**src/rtl/mealy_probe_pkg.sv**
```systemverilog
// Shared types for the Mealy FSM probe: sweep FSM states, error-kind bits and
// the expected-transition table entry.
package mealy_probe_pkg;

  typedef enum logic [2:0] {
    ST_IDLE,
    ST_PRELOAD,
    ST_SETTLE,
    ST_STEP,
    ST_CHECK,
    ST_DONE
  } state_e;

  localparam int ERR_NEXT = 0;
  localparam int ERR_OUT  = 1;

  // Entries hold the widest supported state; narrower configs zero-extend.
  localparam int MAX_STATE_W = 8;

  typedef struct packed {
    logic [MAX_STATE_W-1:0] next;
    logic                   out;
  } entry_t;

endpackage

```
**src/rtl/mealy_probe_if.sv**
```systemverilog
// Probe <-> FSM-under-test bus. master = probe (drives stimulus), slave = FSM.
interface mealy_probe_if #(
  parameter int STATE_W = 3,
  parameter int SW_W    = 2
);
  logic               dut_reset;
  logic [STATE_W-1:0] dut_state_in;
  logic [SW_W-1:0]    dut_sw;
  logic               dut_ctrl;
  logic [STATE_W-1:0] dut_state;
  logic               dut_out;

  modport master (
    output dut_reset, dut_state_in, dut_sw, dut_ctrl,
    input  dut_state, dut_out
  );

  modport slave (
    input  dut_reset, dut_state_in, dut_sw, dut_ctrl,
    output dut_state, dut_out
  );
endinterface

```
**src/rtl/mealy_exp_table.sv**
```systemverilog
// Expected-transition register file: one sync write port, one comb read port,
// addressed by {state, sw}; async active-low clear to next=0/out=0.
module mealy_exp_table
  import mealy_probe_pkg::*;
#(
  parameter int NUM_STATES = 2,
  parameter int SW_W       = 2,
  parameter int STATE_W    = 3
) (
  input  logic               clk,
  input  logic               rst_n,
  input  logic               we_i,
  input  logic [STATE_W-1:0] wr_state_i,
  input  logic [SW_W-1:0]    wr_sw_i,
  input  entry_t             wr_data_i,
  input  logic [STATE_W-1:0] rd_state_i,
  input  logic [SW_W-1:0]    rd_sw_i,
  output entry_t             rd_data_o
);
  localparam int DEPTH = NUM_STATES << SW_W;
  localparam int AW    = (DEPTH > 1) ? $clog2(DEPTH) : 1;

  entry_t        mem_q [DEPTH];
  logic [AW-1:0] wr_addr, rd_addr;

  // Callers only present rows < NUM_STATES, so truncation never aliases.
  assign wr_addr   = AW'({wr_state_i, wr_sw_i});
  assign rd_addr   = AW'({rd_state_i, rd_sw_i});
  assign rd_data_o = mem_q[rd_addr];

  always_ff @(posedge clk or negedge rst_n) begin
    if (!rst_n) begin
      for (int k = 0; k < DEPTH; k++) mem_q[k] <= '0;
    end else if (we_i) begin
      mem_q[wr_addr] <= wr_data_i;
    end
  end
endmodule

```
**src/rtl/mealy_probe.sv**
```systemverilog
// Table-driven stimulus/checker sweep for small Mealy FSMs.
// Optional MEALY_PROBE_STOP_ON_ERR_EN: end the sweep at the first mismatch.
module mealy_probe
  import mealy_probe_pkg::*;
#(
  parameter int NUM_STATES = 2,
  parameter int SW_W       = 2,
  parameter int STATE_W    = 3,
  parameter int ERR_W      = 8
) (
  input  logic               clk,
  input  logic               reset,
  input  logic               cfg_we,
  input  logic [STATE_W-1:0] cfg_state,
  input  logic [SW_W-1:0]    cfg_sw,
  input  logic [STATE_W-1:0] cfg_next,
  input  logic               cfg_out,
  input  logic               start,
  mealy_probe_if.master      dut,
  output logic               busy,
  output logic               done,
  output logic               pass,
  output logic [ERR_W-1:0]   err_cnt,
  output logic               first_err_valid,
  output logic [STATE_W-1:0] first_err_state,
  output logic [SW_W-1:0]    first_err_sw,
  output logic [1:0]         first_err_kind
);
  localparam logic [SW_W-1:0]    SW_MAX = '1;
  localparam logic [STATE_W-1:0] S_LAST = STATE_W'(NUM_STATES - 1);

  state_e             st_q;
  logic [STATE_W-1:0] s_q, s_d;
  logic [SW_W-1:0]    i_q, i_d;
  logic               dut_reset_q, dut_ctrl_q;
  logic [STATE_W-1:0] dut_state_in_q;
  logic [SW_W-1:0]    dut_sw_q;
  logic               busy_q, done_q, pass_q, fev_q;
  logic [ERR_W-1:0]   err_q, err_d;
  logic [STATE_W-1:0] fes_q;
  logic [SW_W-1:0]    fsw_q;
  logic [1:0]         fk_q, kind;
  logic               mis, last_pair, stop, tbl_we;
  entry_t             exp_e, wr_e;

  // Table is frozen during a sweep so the checked contents stay coherent.
  assign tbl_we = cfg_we && !busy_q && (int'(cfg_state) < NUM_STATES);
  assign wr_e   = '{next: MAX_STATE_W'(cfg_next), out: cfg_out};

  mealy_exp_table #(
    .NUM_STATES(NUM_STATES), .SW_W(SW_W), .STATE_W(STATE_W)
  ) u_tbl (
    .clk       (clk),
    .rst_n     (reset),
    .we_i      (tbl_we),
    .wr_state_i(cfg_state),
    .wr_sw_i   (cfg_sw),
    .wr_data_i (wr_e),
    .rd_state_i(s_q),
    .rd_sw_i   (i_q),
    .rd_data_o (exp_e)
  );

  always_comb begin
    kind           = '0;
    kind[ERR_NEXT] = (MAX_STATE_W'(dut.dut_state) != exp_e.next);
    kind[ERR_OUT]  = (dut.dut_out != exp_e.out);
    mis            = |kind;
    err_d          = (mis && (err_q != '1)) ? err_q + 1'b1 : err_q;
    last_pair      = (s_q == S_LAST) && (i_q == SW_MAX);
`ifdef MEALY_PROBE_STOP_ON_ERR_EN
    stop           = last_pair || mis;
`else
    stop           = last_pair;
`endif
    i_d            = i_q + 1'b1;
    s_d            = (i_q == SW_MAX) ? s_q + 1'b1 : s_q;
  end

  always_ff @(posedge clk or negedge reset) begin
    if (!reset) begin
      st_q           <= ST_IDLE;
      s_q            <= '0;
      i_q            <= '0;
      dut_reset_q    <= 1'b0;
      dut_ctrl_q     <= 1'b0;
      dut_state_in_q <= '0;
      dut_sw_q       <= '0;
      busy_q         <= 1'b0;
      done_q         <= 1'b0;
      pass_q         <= 1'b0;
      err_q          <= '0;
      fev_q          <= 1'b0;
      fes_q          <= '0;
      fsw_q          <= '0;
      fk_q           <= '0;
    end else begin
      done_q <= 1'b0;
      case (st_q)
        ST_IDLE: if (start) begin
          st_q           <= ST_PRELOAD;
          busy_q         <= 1'b1;
          pass_q         <= 1'b0;
          err_q          <= '0;
          fev_q          <= 1'b0;
          fes_q          <= '0;
          fsw_q          <= '0;
          fk_q           <= '0;
          s_q            <= '0;
          i_q            <= '0;
          dut_reset_q    <= 1'b1;
          dut_state_in_q <= '0;
          dut_sw_q       <= '0;
        end
        ST_PRELOAD: begin
          st_q           <= ST_SETTLE;
          dut_reset_q    <= 1'b0;
          dut_state_in_q <= '0;
        end
        ST_SETTLE: begin
          st_q       <= ST_STEP;
          dut_ctrl_q <= 1'b1;
        end
        ST_STEP: begin
          st_q       <= ST_CHECK;
          dut_ctrl_q <= 1'b0;
          dut_sw_q   <= '0;
        end
        ST_CHECK: begin
          err_q <= err_d;
          if (mis && !fev_q) begin
            fev_q <= 1'b1;
            fes_q <= s_q;
            fsw_q <= i_q;
            fk_q  <= kind;
          end
          if (stop) begin
            st_q   <= ST_DONE;
            done_q <= 1'b1;
            busy_q <= 1'b0;
            pass_q <= (err_d == '0);
          end else begin
            st_q           <= ST_PRELOAD;
            s_q            <= s_d;
            i_q            <= i_d;
            dut_reset_q    <= 1'b1;
            dut_state_in_q <= s_d;
            dut_sw_q       <= i_d;
          end
        end
        ST_DONE: st_q <= ST_IDLE;
        default: st_q <= ST_IDLE;
      endcase
    end
  end

  assign dut.dut_reset    = dut_reset_q;
  assign dut.dut_state_in = dut_state_in_q;
  assign dut.dut_sw       = dut_sw_q;
  assign dut.dut_ctrl     = dut_ctrl_q;
  assign busy             = busy_q;
  assign done             = done_q;
  assign pass             = pass_q;
  assign err_cnt          = err_q;
  assign first_err_valid  = fev_q;
  assign first_err_state  = fes_q;
  assign first_err_sw     = fsw_q;
  assign first_err_kind   = fk_q;
endmodule

```
**src/flat_wrapper.sv**
```systemverilog
// flat-port wrapper written by rule: the top's interface ports become plain ports
module mealy_probe_flat import mealy_probe_pkg::*;
#(
  parameter int NUM_STATES = 2,
  parameter int SW_W       = 2,
  parameter int STATE_W    = 3,
  parameter int ERR_W      = 8
)
  (clk, reset, cfg_we, cfg_state, cfg_sw, cfg_next, cfg_out, start, busy, done, pass, err_cnt, first_err_valid, first_err_state, first_err_sw, first_err_kind, dut_dut_reset, dut_dut_state_in, dut_dut_sw, dut_dut_ctrl, dut_dut_state, dut_dut_out);
  mealy_probe_if #(.STATE_W(STATE_W), .SW_W(SW_W)) dut_i ();
  input  logic clk;
  input  logic reset;
  input  logic cfg_we;
  input  logic [STATE_W-1:0] cfg_state;
  input  logic [SW_W-1:0] cfg_sw;
  input  logic [STATE_W-1:0] cfg_next;
  input  logic cfg_out;
  input  logic start;
  output logic busy;
  output logic done;
  output logic pass;
  output logic [ERR_W-1:0] err_cnt;
  output logic first_err_valid;
  output logic [STATE_W-1:0] first_err_state;
  output logic [SW_W-1:0] first_err_sw;
  output logic [1:0] first_err_kind;
  output wire logic [$bits(dut_i.dut_reset)-1:0] dut_dut_reset;
  output wire logic [$bits(dut_i.dut_state_in)-1:0] dut_dut_state_in;
  output wire logic [$bits(dut_i.dut_sw)-1:0] dut_dut_sw;
  output wire logic [$bits(dut_i.dut_ctrl)-1:0] dut_dut_ctrl;
  input wire logic [$bits(dut_i.dut_state)-1:0] dut_dut_state;
  input wire logic [$bits(dut_i.dut_out)-1:0] dut_dut_out;
  assign dut_dut_reset = dut_i.dut_reset;
  assign dut_dut_state_in = dut_i.dut_state_in;
  assign dut_dut_sw = dut_i.dut_sw;
  assign dut_dut_ctrl = dut_i.dut_ctrl;
  assign dut_i.dut_state = dut_dut_state;
  assign dut_i.dut_out = dut_dut_out;
  mealy_probe #(.NUM_STATES(NUM_STATES), .SW_W(SW_W), .STATE_W(STATE_W), .ERR_W(ERR_W)) u_core (.clk(clk), .reset(reset), .cfg_we(cfg_we), .cfg_state(cfg_state), .cfg_sw(cfg_sw), .cfg_next(cfg_next), .cfg_out(cfg_out), .start(start), .dut(dut_i), .busy(busy), .done(done), .pass(pass), .err_cnt(err_cnt), .first_err_valid(first_err_valid), .first_err_state(first_err_state), .first_err_sw(first_err_sw), .first_err_kind(first_err_kind));
endmodule
```
**config.mk**
```make
export PLATFORM = sky130hd
export DESIGN_NAME = mealy_probe_flat
export DESIGN_NICKNAME = d
export VERILOG_FILES = /design/src/rtl/mealy_probe_pkg.sv /design/src/rtl/mealy_probe_if.sv /design/src/rtl/mealy_exp_table.sv /design/src/rtl/mealy_probe.sv /design/src/flat_wrapper.sv
export SDC_FILE = /design/constraint.sdc
export NUM_CORES = 1
export LEC_CHECK = 0
export ABC_CLOCK_PERIOD_IN_PS = 2800
export BUFFER_PORTS_ARGS = -buffer_cell sky130_fd_sc_hd__buf_2
export CAP_MARGIN = 20
export CORE_AREA = 2 2 101 103
export CTS_BUF_LIST = sky130_fd_sc_hd__clkbuf_2 sky130_fd_sc_hd__clkbuf_4 sky130_fd_sc_hd__clkbuf_8
export CTS_CLUSTER_SIZE = 24
export DETAILED_ROUTE_END_ITERATION = 6
export DIE_AREA = 0 0 103 105
export GPL_ROUTABILITY_DRIVEN = 0
export GPL_TIMING_DRIVEN = 0
export PLACE_DENSITY = 0.53
export SLEW_MARGIN = 20
export SYNTH_ARGS = -nofsm -noshare
export SYNTH_HDL_FRONTEND = slang
export SYNTH_SLANG_ARGS = --single-unit
```
**constraint.sdc**
```tcl
create_clock -name clk -period 2.8 [get_ports clk]
set_clock_uncertainty 0.15 [all_clocks]
set_input_delay 0.14 -clock clk [delete_from_list [all_inputs] [get_ports clk]]
set_output_delay 0.14 -clock clk [all_outputs]
set_load 0.01 [all_outputs]
```
Yosys cells after proc, flatten, opt, wreduce, memory -nomap -nowiden
Index checks and enable logic that the tools add are counted.
- $add $sub $neg: 3
- magnitude comparators: 4
- equal/unequal tests: 13
- multiplexer cells: 40
- bitwise logic cells: 2
- reduce and logical (&&, ||, !) cells: 21
- operators with widths (kind ; count):
    bitwise mux 72 bit ; 1
    binary-select mux 9 bit (select 3 bit) ; 1
    demux 9 bit (select 3 bit) ; 1
    2-to-1 mux 9 bit ; 3
    2-to-1 mux 3 bit ; 6
    2-to-1 mux 8 bit ; 2
    case mux 8 bit (2 select lines) ; 1
    case mux 3 bit (5 select lines) ; 1
    AND reduction 3 bit ; 5
    case mux 2 bit (2 select lines) ; 3
    case mux 3 bit (2 select lines) ; 2
    case mux 3 bit (3 select lines) ; 1
    adder 8 x 1 -> 8 bit, second input constant ; 1
    greater-or-equal comparator 4 bit, second input constant ; 2
    zero test 8 bit ; 1
    2-to-1 mux 1 bit ; 8
    2-to-1 mux 2 bit ; 4
    inequality test 3 x 8 -> 1 bit ; 1
    inequality test 8 bit, second input constant ; 1
    inverter 3 -> 4 bit ; 2
    case mux 1 bit (2 select lines) ; 4
    equality test 3 x 1 -> 1 bit, second input constant ; 2
    equality test 3 x 2 -> 1 bit, second input constant ; 2
    logical AND 1 bit ; 6
    other kinds (17) ; 22
- flip-flop bits (word level): 106
- bits of input ports: 17
- word-level logic and storage cells: 114

Longest topological paths before layout
- word-level depth: 11
- mapped depth: 11
- mapped depth without buffers: 9

Cells and area by module
Synthesis repeated with hierarchy kept, for this count alone.
- cell total of the unflattened synthesis: 392
- area, all modules: 5167.5 um2
- by module, submodules not included (module ; instances ; cells an instance ; area an instance (um2)):
    mealy_exp_table ; 1 ; 191 ; 3352.0
    mealy_probe ; 1 ; 201 ; 1815.5

Worst setup path after synthesis
Ideal clock, no wire load.
- path type: register to register
- start: register u_core.i_q[0]
- end: register u_core.pass_q (netlist: u_core.pass)
- setup time: 0.092 ns
- arrival time: 2.351 ns
- data required time: 2.558 ns
- path slack: 0.207 ns
- cell stages (with the launch flop): 11
- path buffers: 3
- cells stage by stage: dfrtp_1 buf_6 buf_8 mux2i_1 mux4_2 xor2_1 nand4b_2 buf_6 a211o_1 a32o_1 o31ai_2
- word-level cells in the longest chain between the ends: 11
- elaborated cells on any way between the ends: 16
- classes of those cells: eq/ne: 4; mux: 6; bitwise: 1; reduce/logical: 5
- ends and longest elaborated chain (item ; line ; text):
    start: declaration ; mealy_probe.sv:34 ; logic [SW_W-1:0] i_q, i_d;
    start signal: assignment ; mealy_probe.sv:145 ; i_q <= i_d;
    inverter 3 -> 4 bit (implied by the code) ; mealy_exp_table.sv:29 ; assign rd_data_o = mem_q[rd_addr];
    binary-select mux 9 bit (select 3 bit) ; mealy_exp_table.sv:29 ;
    2-to-1 mux 9 bit (implied by the code) (2 in a row) ; mealy_exp_table.sv:29 ;
    inequality test 3 x 8 -> 1 bit or inequality test 1 bit (tied branches) ; mealy_probe.sv:66, mealy_probe.sv:67 ;
    OR reduction 2 bit ; mealy_probe.sv:68 ; mis = |kind;
    logical AND 1 bit ; mealy_probe.sv:69 ; err_d = (mis && (err_q != '1)) ? err_q + 1'b1 : err_q;
    2-to-1 mux 8 bit ; mealy_probe.sv:69 ;
    zero test 8 bit ; mealy_probe.sv:141 ; pass_q <= (err_d == '0);
    2-to-1 mux 1 bit ; mealy_probe.sv:137 ; if (stop) begin
    case mux 1 bit (2 select lines) ; mealy_probe.sv:99 ; case (st_q)
    end signal: assignment ; mealy_probe.sv:141 ;
    end: declaration ; mealy_probe.sv:38 ; logic busy_q, done_q, pass_q, fev_q;
Several ways; a longest one is shown, not always the timed one. The select of a mux whose other input is x is not followed.
A chain may end at the register's enable or synchronous reset.

Final worst setup path
Same ends and word-level chain as after synthesis.

==> results by group <==
Outcome
  • Run status: finished clean

Detailed routing
  • Total length of routed wires: 7800 µm
  • Routed length per placed instance: around 15 µm
  • Number of nets still failing antenna checks after routing: 0
  • Vias per std cell: 4.96
  • Length of the first detailed-routing pass in iterations: 4
  • Total DRC errors in the routed layout: 0
  • DRC marker count from the first detailed-route iteration: 72
  • Via count of the routed design: ~2.5k

Yosys
  • Top_reg_cell synth: sky130_fd_sc_hd__dfrtp_1
  • Share of flip-flops with an asynchronous set or reset after synthesis: 1.00
  • Most frequent cells after synthesis: 66 x sky130_fd_sc_hd__dfrtp_1, 33 x sky130_fd_sc_hd__mux2_2, 30 x sky130_fd_sc_hd__nand2_1, 20 x sky130_fd_sc_hd__nand3_1, 16 x sky130_fd_sc_hd__mux2i_1
  • Synth warn: 0
  • Post-Synthesis Cells: 305
  • Dominant cell type by area after synthesis: sky130_fd_sc_hd__dfrtp_1
  • Most area-consuming cells after synthesis: sky130_fd_sc_hd__dfrtp_1 49%, sky130_fd_sc_hd__mux2_2 11%, sky130_fd_sc_hd__mux2i_1 4.8%
  • Count of distinct cell types in the synthesized netlist: 46
  • Post-synth net total: 326
  • Average cell area after synthesis: about 11 µm²
  • Summed instance area of the synthesized netlist: 3360 µm²
  • EDFF count, synth: 0
  • Sequential cell area fraction in the yosys report: 0.492
  • Cell with the most instances after synthesis: sky130_fd_sc_hd__dfrtp_1
  • Share of the synthesized area in the top cell type: 0.492
  • Total of flip-flops plus latches after synthesis: 66

STA
  • Post-route setup slack: 0.126 ns
  • Worst rel slew slack: 0.461
  • Minimum hold slack: approximately 0.0077 ns
  • Count of final setup violators: 0
  • Worst-Margin Slew: 0.807 ns
  • Hold Violations, Final: 0
  • Part of the cycle the worst path needs: 0.955
  • Achievable frequency: about 0.37 GHz
  • Period minus WS final: 2.67 ns
  • Max-slew violations: 0
  • RSZ-0062 raised after global routing: true

Power
  • Switch share: 0.325
  • Proportion of power drawn by combinational gates: 0.265
  • Total power of the final layout: between 2 and 3 mW
  • Power density relative to cell area: 651 nW/µm²
  • Portion of total power attributed to sequential cells: 0.408
  • Portion of total power attributed to the clock network: 0.327
  • Sw Pwr: 0.874 mW
  • Leak pwr: 1.90 nW
  • Internal power component: 1.82 mW
  • Highest ir drop seen on vdd: 0.257 mV

Floorplan
  • Number of top-level pins: between 40 and 50
  • Effective utilization at floorplan: 0.348
  • Core box area: 9640 µm²
  • Std cell rows: 36
  • Area of the die: around 11000 µm²
  • DIE HEIGHT: 105 µm
  • Die X-Extent: 103 µm

Placed design
  • Placed Instances: 481
  • Half-perimeter wire length after placement: 5420 µm
  • Setup WS pre-CTS: -0.0756 ns
  • Count of input and output buffers: 42

Finish
  • Number of nets in the finished design: 388
  • # diodes: 0
  • Fraction of final layout cells with drive strength greater than 1: 0.325
  • Share of the core filled with cells: 0.429
  • Number of non-filler instances in the completed layout: 505
  • P&R area growth vs syn: 23.3%

Worst setup path
  • Slowest CP cell: sky130_fd_sc_hd__mux4_2
  • Critical Path AT: 2.78 ns
  • Element type at the critical path start: register
  • WS Path Type: register to register
  • Series of cell instances along the critical path: buf_12, mux2i_2, mux4_2, xor2_4, nand4b_4, buf_6, a211o_1, a32o_2, o31ai_2
  • Maximum fanout encountered on the critical timing path: 10
  • Critical path capture point type: register
  • Maximum cell stage delay along the critical path: 0.53 ns
  • CP required: between 2 and 3 ns

Min path
  • Worst hold-check path type: input port to register

GRT
  • Global-route wire length before repair: roughly 13000 µm
  • Total global routing track utilization: 0.156
  • Total global routing overflow: 0
  • Via count of the first global-routing pass: between 2k and 3k
  • Antenna violations before repair: 0
  • Pin count of the biggest net entering global routing: 49

Clock network
  • Clock transition time at the flip-flop clock pins of the worst setup and hold paths: 0.08 ns
  • Largest buffer count on any clock path: 2
  • Clk_lat worst skew: 0.34 ns
  • Cts bufs inserted: 9
  • H-tree lvl count: 3
  • TritonCTS clock tree: built
  • TritonCTS sink count: 66
  • Root buffer cell: sky130_fd_sc_hd__clkbuf_8

Flow run
  • Maximum capacitance violations: 0
==> worst paths after layout <==
path	from	end	slack (ns)	depth (start not counted)
worst max-delay path	u_core.i_q[0]	u_core.pass	0.13	9
worst min-delay path	start	u_core.st_q[0]	0.008	3
worst max register to register	u_core.i_q[0]	u_core.pass	0.13	9
worst min register to register	u_core.dut.dut_reset	u_core.dut.dut_reset	0.34	2
max in group asynchronous	reset	u_core.i_q[0]	1.88	3
min in group asynchronous	reset	u_core.dut.dut_ctrl	0.07	2
==> metrics by stage <==
stage	TNS [ns]	cell area, µm²
finish	0	4140
floorplan	0	3360
detailed placement	-0.0756	3770
global route	-0.00576	4140
CTS	0	4080
global placement	-0.298	3730
==> registers in the layout (all words and copies together) (netlist names) <==
| name | cells |
|---|---|
| u_core.u_tbl.mem_q | 32 |
| u_core.dut.dut_reset | 1 |
| u_core.i_q | 2 |
| u_core.pass | 1 |
| u_core.st_q | 3 |
| u_core.done | 1 |
| u_core.s_q | 3 |
| u_core.err_cnt | 8 |
| u_core.first_err_valid | 1 |
| u_core.first_err_state | 3 |
| u_core.first_err_sw | 2 |
| u_core.dut.dut_ctrl | 1 |
| u_core.dut.dut_state_in | 3 |
| u_core.first_err_kind | 2 |
| u_core.dut.dut_sw | 2 |
| u_core.busy | 1 |
==> worst max-delay path, delay by kind of cell, from the launching register on <==
kind	cells	cell delay, ns
AND/OR/NAND/NOR	1	0.13
buffers and inverters	2	0.31
AO/OA/AOI/OAI	3	0.68
XOR/XNOR	1	0.20
multiplexers	2	0.68
flip-flops	1	0.44
==> timing repair <==
item	in CTS	in global routing
gates cloned	0	1
hold buffers	5	0
hold endpoints to repair	97	0
gates resized for setup	2	13
pin swaps	1	4
endpoints found under the setup margin	3	12
setup buffers	3	0
==> power groups by stage <==
stage / registers, mW / logic [mW] / clock network (mW)
2_1_floorplan: 1.12 / 0.435 / 0
3_3_place_gp: 1.11 / 0.670 / 0
3_5_place_dp: 1.11 / 0.689 / 0
4_1_cts: 1.09 / 0.713 / 0.909
5_1_grt: 1.11 / 0.814 / 0.952
6_report: 1.10 / 0.712 / 0.881
==> cell usage in the layout, fill, tap and decap left out, drive strengths merged, types with 3 or more instances in the layout <==
cell type / synthesis / routed
clkbuf: 9 / 22
buf: 6 / 52
or3: 3 / 3
and3: 4 / 4
xnor2: 4 / 4
nand2b: 6 / 6
nor3b: 4 / 4
nor2: 7 / 7
dlygate4sd3: 0 / 5
xor2: 4 / 4
a21oi: 5 / 5
o31ai: 6 / 6
nand3: 21 / 21
and2: 3 / 3
nand2: 30 / 30
mux2: 33 / 33
a31oi: 3 / 3
mux2i: 16 / 16
mux4: 4 / 4
dfrtp: 66 / 66
nor3: 5 / 5
ha: 4 / 4
o21ai: 29 / 29
inv: 11 / 11
a22o: 3 / 3
==> routing by layer <==
layer,global-route usage,vias up,share of wire
met5,0,-,0
met4,0.0479,0,0.015
met3,0.0468,9,0.042
met2,0.240,50,0.46
met1,0.211,1217,0.48
li1,-,1231,-
==> final cells by class <==
| type | count | area, µm² |
|---|---|---|
| plain buffers | 14 | 83.8 |
| clock buffers | 13 | 179 |
| clock inverters | 3 | 45.0 |
| fillers | 959 | 5500 |
| inverters | 11 | 41.3 |
| multi-input cells | 213 | 1650 |
| flip-flops and latches | 66 | 1650 |
| well taps | 133 | 166 |
| repair buffers | 52 | 318 |
==> cells by family after synthesis <==
logic type               Yosys count  synth area share
XOR/XNOR                           8            0.0209
buffers and inverters             26            0.0388
multiplexers                      53             0.185
flip-flops                        66             0.492
AND/OR/NAND/NOR                   90             0.139
adder cells (fa/ha/maj)            4            0.0149
AO/OA/AOI/OAI                     58             0.109
Note: power is estimated with default switching activity, not from simulation.
